[config.mk]
export PLATFORM = sky130hd
export DESIGN_NAME = ldpc_bist_seq
export DESIGN_NICKNAME = d
export VERILOG_FILES = /design/src/rtl/ldpc_bist_pkg.sv /design/src/rtl/ldpc_bist_timer.sv /design/src/rtl/ldpc_bist_seq.sv
export SDC_FILE = /design/constraint.sdc
export NUM_CORES = 1
export LEC_CHECK = 0
export ABC_CLOCK_PERIOD_IN_PS = 24000
export CORE_AREA = 2 2 414 416
export CTS_BUF_LIST = sky130_fd_sc_hd__clkbuf_4 sky130_fd_sc_hd__clkbuf_8
export CTS_CLUSTER_DIAMETER = 100
export DETAILED_ROUTE_END_ITERATION = 10
export DIE_AREA = 0 0 416 418
export PLACE_DENSITY = 0.42
export SLEW_MARGIN = 5
export SYNTH_ARGS = -nofsm -noshare
export SYNTH_HDL_FRONTEND = slang
export SYNTH_HIERARCHICAL = 1
export SYNTH_SLANG_ARGS = --single-unit
export TNS_END_PERCENT = 20
[constraint.sdc]
create_clock -name clk -period 24 [get_ports clk]
set_clock_uncertainty 0.2 [all_clocks]
set_input_delay 4.8 -clock clk [delete_from_list [all_inputs] [get_ports clk]]
set_output_delay 4.8 -clock clk [all_outputs]
set_load 0.005 [all_outputs]
[src/rtl/ldpc_bist_pkg.sv]
// Shared types and default constants for the LDPC decoder BIST sequencer.
package ldpc_bist_pkg;

  localparam int N_DEF       = 256;
  localparam int FRAMES_DEF  = 100;
  localparam int TIMEOUT_DEF = 4096;

  typedef logic [2:0] state_t;

  localparam state_t S_IDLE  = 3'd0;
  localparam state_t S_FETCH = 3'd1;
  localparam state_t S_LATCH = 3'd2;
  localparam state_t S_ISSUE = 3'd3;
  localparam state_t S_WAIT  = 3'd4;
  localparam state_t S_CHECK = 3'd5;
  localparam state_t S_DONE  = 3'd6;

  // A single-frame run still needs a one-bit address bus.
  function automatic int addr_w(input int frames);
    return (frames > 1) ? $clog2(frames) : 1;
  endfunction

endpackage

[src/rtl/ldpc_bist_timer.sv]
// Loadable down-counter guarding the decoder response; expire is high once the count reaches zero.
module ldpc_bist_timer
  import ldpc_bist_pkg::*;
#(
  parameter int TIMEOUT = TIMEOUT_DEF
) (
  input  logic clk,
  input  logic rst,
  input  logic load,
  input  logic en,
  output logic expire
);

  localparam int TW = $clog2(TIMEOUT + 1);

  logic [TW-1:0] cnt;

  // Loading TIMEOUT-1 makes expire assert in the TIMEOUT-th enabled cycle.
  always_ff @(posedge clk) begin
    if (rst) begin
      cnt <= '0;
    end else if (load) begin
      cnt <= TW'(TIMEOUT - 1);
    end else if (en && (cnt != '0)) begin
      cnt <= cnt - TW'(1);
    end
  end

  assign expire = (cnt == '0);

endmodule

[src/rtl/ldpc_bist_seq.sv]
// Frame sequencer: streams test-memory words through the LDPC decoder and scores each result.
// Optional first-failure capture ports are enabled by defining LDPC_BIST_FAILCAP_EN.
module ldpc_bist_seq
  import ldpc_bist_pkg::*;
#(
  parameter int N       = N_DEF,
  parameter int FRAMES  = FRAMES_DEF,
  parameter int TIMEOUT = TIMEOUT_DEF,
  parameter int AW      = addr_w(FRAMES)
) (
  input  logic          clk,
  input  logic          rst,
  input  logic          start,
  output logic          busy,
  output logic          done,
  output logic [AW:0]   pass_cnt,
  output logic [AW:0]   fail_cnt,
  output logic          timeout_err,
  output logic [AW-1:0] mem_addr,
  input  logic [N-1:0]  mem_tx,
  input  logic [N-1:0]  mem_gt,
  output logic          dec_work,
  output logic [N-1:0]  dec_tx,
  input  logic          dec_free,
  input  logic [N-1:0]  dec_deout,
  input  logic          dec_valid
`ifdef LDPC_BIST_FAILCAP_EN
  ,
  output logic [AW-1:0] first_fail_idx,
  output logic [N-1:0]  first_fail_word,
  output logic          fail_seen
`endif
);

  localparam int            CW       = AW + 1;
  localparam logic [AW-1:0] LAST_IDX = AW'(FRAMES - 1);

  state_t        state;
  logic [AW-1:0] idx;
  logic [N-1:0]  gt_q;
  logic [N-1:0]  deout_q;
  logic          tmr_expire;
  logic          accept;
  logic          last_frame;
  logic          timed_out;
  logic          match;
  state_t        step_state;
  logic [AW-1:0] step_idx;

  assign accept     = ((state == S_IDLE) || (state == S_DONE)) && start;
  assign last_frame = (idx == LAST_IDX);
  assign step_state = last_frame ? S_DONE : S_FETCH;
  assign step_idx   = last_frame ? idx : idx + AW'(1);
  // A valid in the expiry cycle takes priority, so the frame is still checked.
  assign timed_out  = (state == S_WAIT) && !dec_valid && tmr_expire;
  assign match      = (deout_q == gt_q);

  assign busy     = (state != S_IDLE) && (state != S_DONE);
  assign done     = (state == S_DONE);
  assign mem_addr = idx;
  assign dec_work = (state == S_ISSUE) && dec_free;

  ldpc_bist_timer #(
    .TIMEOUT(TIMEOUT)
  ) u_timer (
    .clk   (clk),
    .rst   (rst),
    .load  (dec_work),
    .en    (state == S_WAIT),
    .expire(tmr_expire)
  );

  // NOTE: sequential state uses <= so every register samples pre-edge values of its peers.
  always_ff @(posedge clk) begin
    if (rst) begin
      state       <= S_IDLE;
      idx         <= '0;
      pass_cnt    <= '0;
      fail_cnt    <= '0;
      timeout_err <= 1'b0;
      dec_tx      <= '0;
    end else begin
      case (state)
        S_IDLE, S_DONE: begin
          if (accept) begin
            state       <= S_FETCH;
            idx         <= '0;
            pass_cnt    <= '0;
            fail_cnt    <= '0;
            timeout_err <= 1'b0;
          end
        end
        S_FETCH: state <= S_LATCH;
        S_LATCH: begin
          dec_tx <= mem_tx;
          state  <= S_ISSUE;
        end
        S_ISSUE: begin
          if (dec_free) state <= S_WAIT;
        end
        S_WAIT: begin
          if (dec_valid) begin
            state <= S_CHECK;
          end else if (tmr_expire) begin
            fail_cnt    <= fail_cnt + CW'(1);
            timeout_err <= 1'b1;
            state       <= step_state;
            idx         <= step_idx;
          end
        end
        S_CHECK: begin
          if (match) pass_cnt <= pass_cnt + CW'(1);
          else       fail_cnt <= fail_cnt + CW'(1);
          state <= step_state;
          idx   <= step_idx;
        end
        default: state <= S_IDLE;
      endcase
    end
  end

  // NOTE: wide payload registers are left without reset; each is written before it is read.
  always_ff @(posedge clk) begin
    if (state == S_LATCH) gt_q <= mem_gt;
    if ((state == S_WAIT) && dec_valid) deout_q <= dec_deout;
  end

`ifdef LDPC_BIST_FAILCAP_EN
  always_ff @(posedge clk) begin
    if (rst || accept) begin
      fail_seen       <= 1'b0;
      first_fail_idx  <= '0;
      first_fail_word <= '0;
    end else if (!fail_seen) begin
      if (timed_out) begin
        fail_seen       <= 1'b1;
        first_fail_idx  <= idx;
        first_fail_word <= '0;
      end else if ((state == S_CHECK) && !match) begin
        fail_seen       <= 1'b1;
        first_fail_idx  <= idx;
        first_fail_word <= deout_q;
      end
    end
  end
`endif

endmodule

==> results.yml <==
setup_path:
  worstSetupPathType: "in -> out"
  crit_path_end_kind: "output port"
  crit_required_ns: 19.00
  crit_arrival_ns: 6.15
  reg2regPathDepth: 9
  cp_max_fo: 3
  worstSetupStartpointType: "input port"
power_and_ir_drop:
  clkPwrFrac: 0.427
  combinationalPowerShare: 0.102
  sw_frac_of_total: 0.240
  peakVddDrop_mv: 0.0518
  power_switching_mw: 0.803
  p_leak_nw: 14.9
  power_density_nw_per_um2: 73.5
  p_seq_frac: 0.471
  p_int_mw: 2.54
yosys:
  ys_seq_area_frac: 0.732
  yosys.area.top_type: "edfxtp_1"
  ys_ff_latch: 808
  synth_fp_nets: 3017
  yosysWarnings: 6
  async_reset_ff_frac: 0
  ys_types: 69
  syn_avg_cell_area_um2: 13.0
  synth_area_leaders: "edfxtp_1, dfxtp_1, nand2_1"
  netlist_area_um2: 29100
  synth_top_flop_cell: "edfxtp_1"
  netlist_instances: 2240
  synth_top_area_frac: 0.528
  synth_edf_count: 512
clock_tree:
  htreeDepth: 4
  clkTransAtPathRegs_ns: 0.05
  clock_path_buffers: 3
  cts.sink_count: 808
  numCtsBuffers: 154
  ctsResizeCount: 0
  post_cts_buffers: 0
  cts_tree: "done"
  worstSkewPairLatency_ns: 0.88
  clock-root-buffer: "clkbuf_8"
  cts_hold_buf: 0
global_route:
  use_met3: 0.0541
  grt_pass1_vias: 21700
  use_met1: 0.125
  overflow: 0
  grtUsageTotal: 0.125
  busiest_layer: "met2"
  antenna_found_initial: 42
  use_met2: 0.229
  grt_max_degree: 138
  grt_pass1_wl_um: 155000
sta:
  slew_headroom: 0.266
  setup_violations: 0
  slew_violations: 0
  worst_slew_pin_slew_ns: 1.10
  rsz0062_at_grt: "no"
  max_freq_mhz: 89.7
  min_period_ns: 11.15
  period_share: 0.465
  setup_tns_ns: 0
  final_hold_viol_count: 0
route:
  route.detailed.drc: 0
  drt-total-wl_um: 113000
  antenna_left: 0
  drt_first_pass_iters: 5
  initialDrtViolationCount: 1045
  dr_total_vias: 21100
  avgRoutedWirePerCell_um: 19.8
  routed_via_density: 3.68
floorplanning:
  rows: 151
  io_pins: 1056
  die_x_um: 416
  dieArea_um2: 174000
  core_area_um2: 169000
  die_h_um: 418
  initial_core_util: 0.172
finish:
  final_layout_size_suffix_gt1_frac: 0.0837
  nFillCells: 17700
  nets: 4149
  final_area_um2: 45500
  area_growth_pct: 56.3
  layout_common_cells: "clkdlybuf4s50_1, nand2_1, edfxtp_1, dfxtp_1, a21oi_1"
  final_common_cell: "clkdlybuf4s50_1"
  fin_util: 0.269
placement:
  portBuffers: 1055
  gp_congestion: 0.789
  hpwlAfterDp_um: 85500
  place_area_um2: 42200
outcome:
  status: "finished, final reports clean"
min_path:
  hold_path.class: "reg -> reg"
  hold_depth: 2
flow_run:
  cap_violations: 0
[layout make-up]
class | instances | area, µm² | area share
sequential | 808 | 21300 | 0.468
timing repair buffer | 1075 | 10700 | 0.236
multi-input combinational | 1319 | 7370 | 0.162
tap | 2218 | 2780 | 0.0610
clock buffer | 221 | 2690 | 0.0592
clock inverter | 51 | 514 | 0.0113
inverter | 14 | 60.1 | 0.00132
antenna | 14 | 35.0 | 0.000770
[metrics by stage]
stage	std cells	worst slack, ns	total power, mW	hold slack [ns]
after floorplan	2240	0.604	1.72	0.253
after global placement	5434	12.81	1.95	0.241
after detailed placement	5434	12.83	1.95	0.246
after CTS	5706	12.81	3.41	0.254
after global routing	5717	12.76	3.50	0.265
final	5720	12.85	3.34	0.251
[layer usage]
metal,vias up,wire length [µm]
li1,10200,-
met2,734,59900
met5,-,410
met3,225,9810
met1,9852,40300
met4,62,2970
[final timing paths]
check                endpoint  slack [ns]        start
hold reg to reg   dec_tx[190]        0.25  dec_tx[190]
setup reg to reg  dec_tx[109]       18.00     state[1]
hold / removal    dec_tx[190]        0.25  dec_tx[190]
setup / recovery     dec_work       12.85     dec_free
[sequential cells by signal, indices dropped and copies added (netlist names)]
| register | cells |
|---|---|
| deout_q | 256 |
| dec_tx | 256 |
| state | 3 |
| u_timer/cnt | 13 |
| gt_q | 256 |
| mem_addr | 7 |
| fail_cnt | 8 |
| timeout_err | 1 |
| pass_cnt | 8 |
[worst max-delay path, stage by stage]
cell and delay, ns:
clkdlybuf4s50_1 0.51, nor3b_1 0.25, clkdlybuf4s50_1 0.59
[cells by family after synthesis]
kind of cell / after synthesis / synth area share
AOI/OAI and AO/OA: 327 / 0.0628
xor gates and xnor gates: 264 / 0.0795
adders and majority gates: 4 / 0.00172
buffers and inverters: 113 / 0.0156
DFF: 808 / 0.732
muxes: 2 / 0.000774
and+or+nand+nor: 722 / 0.108
[synth_stat cells, drive strengths merged, types with 10 or more instances]
master and instances:
dfxtp 296, inv 13, nand2 527, and3 10, xnor2 80, buf 10
clkbuf 89, nor3 10, nand4 31, nor4 56, nor2 41, edfxtp 512
xor2 184, a21oi 274
[power groups by stage]
stage / clock network [mW] / registers, mW / logic, mW
after floorplan: 0 / 1.61 / 0.109
after global placement: 0 / 1.60 / 0.346
after detailed placement: 0 / 1.60 / 0.346
after CTS: 1.49 / 1.57 / 0.348
after global routing: 1.55 / 1.58 / 0.368
final: 1.43 / 1.57 / 0.340
(Power assumes the default switching activity.)
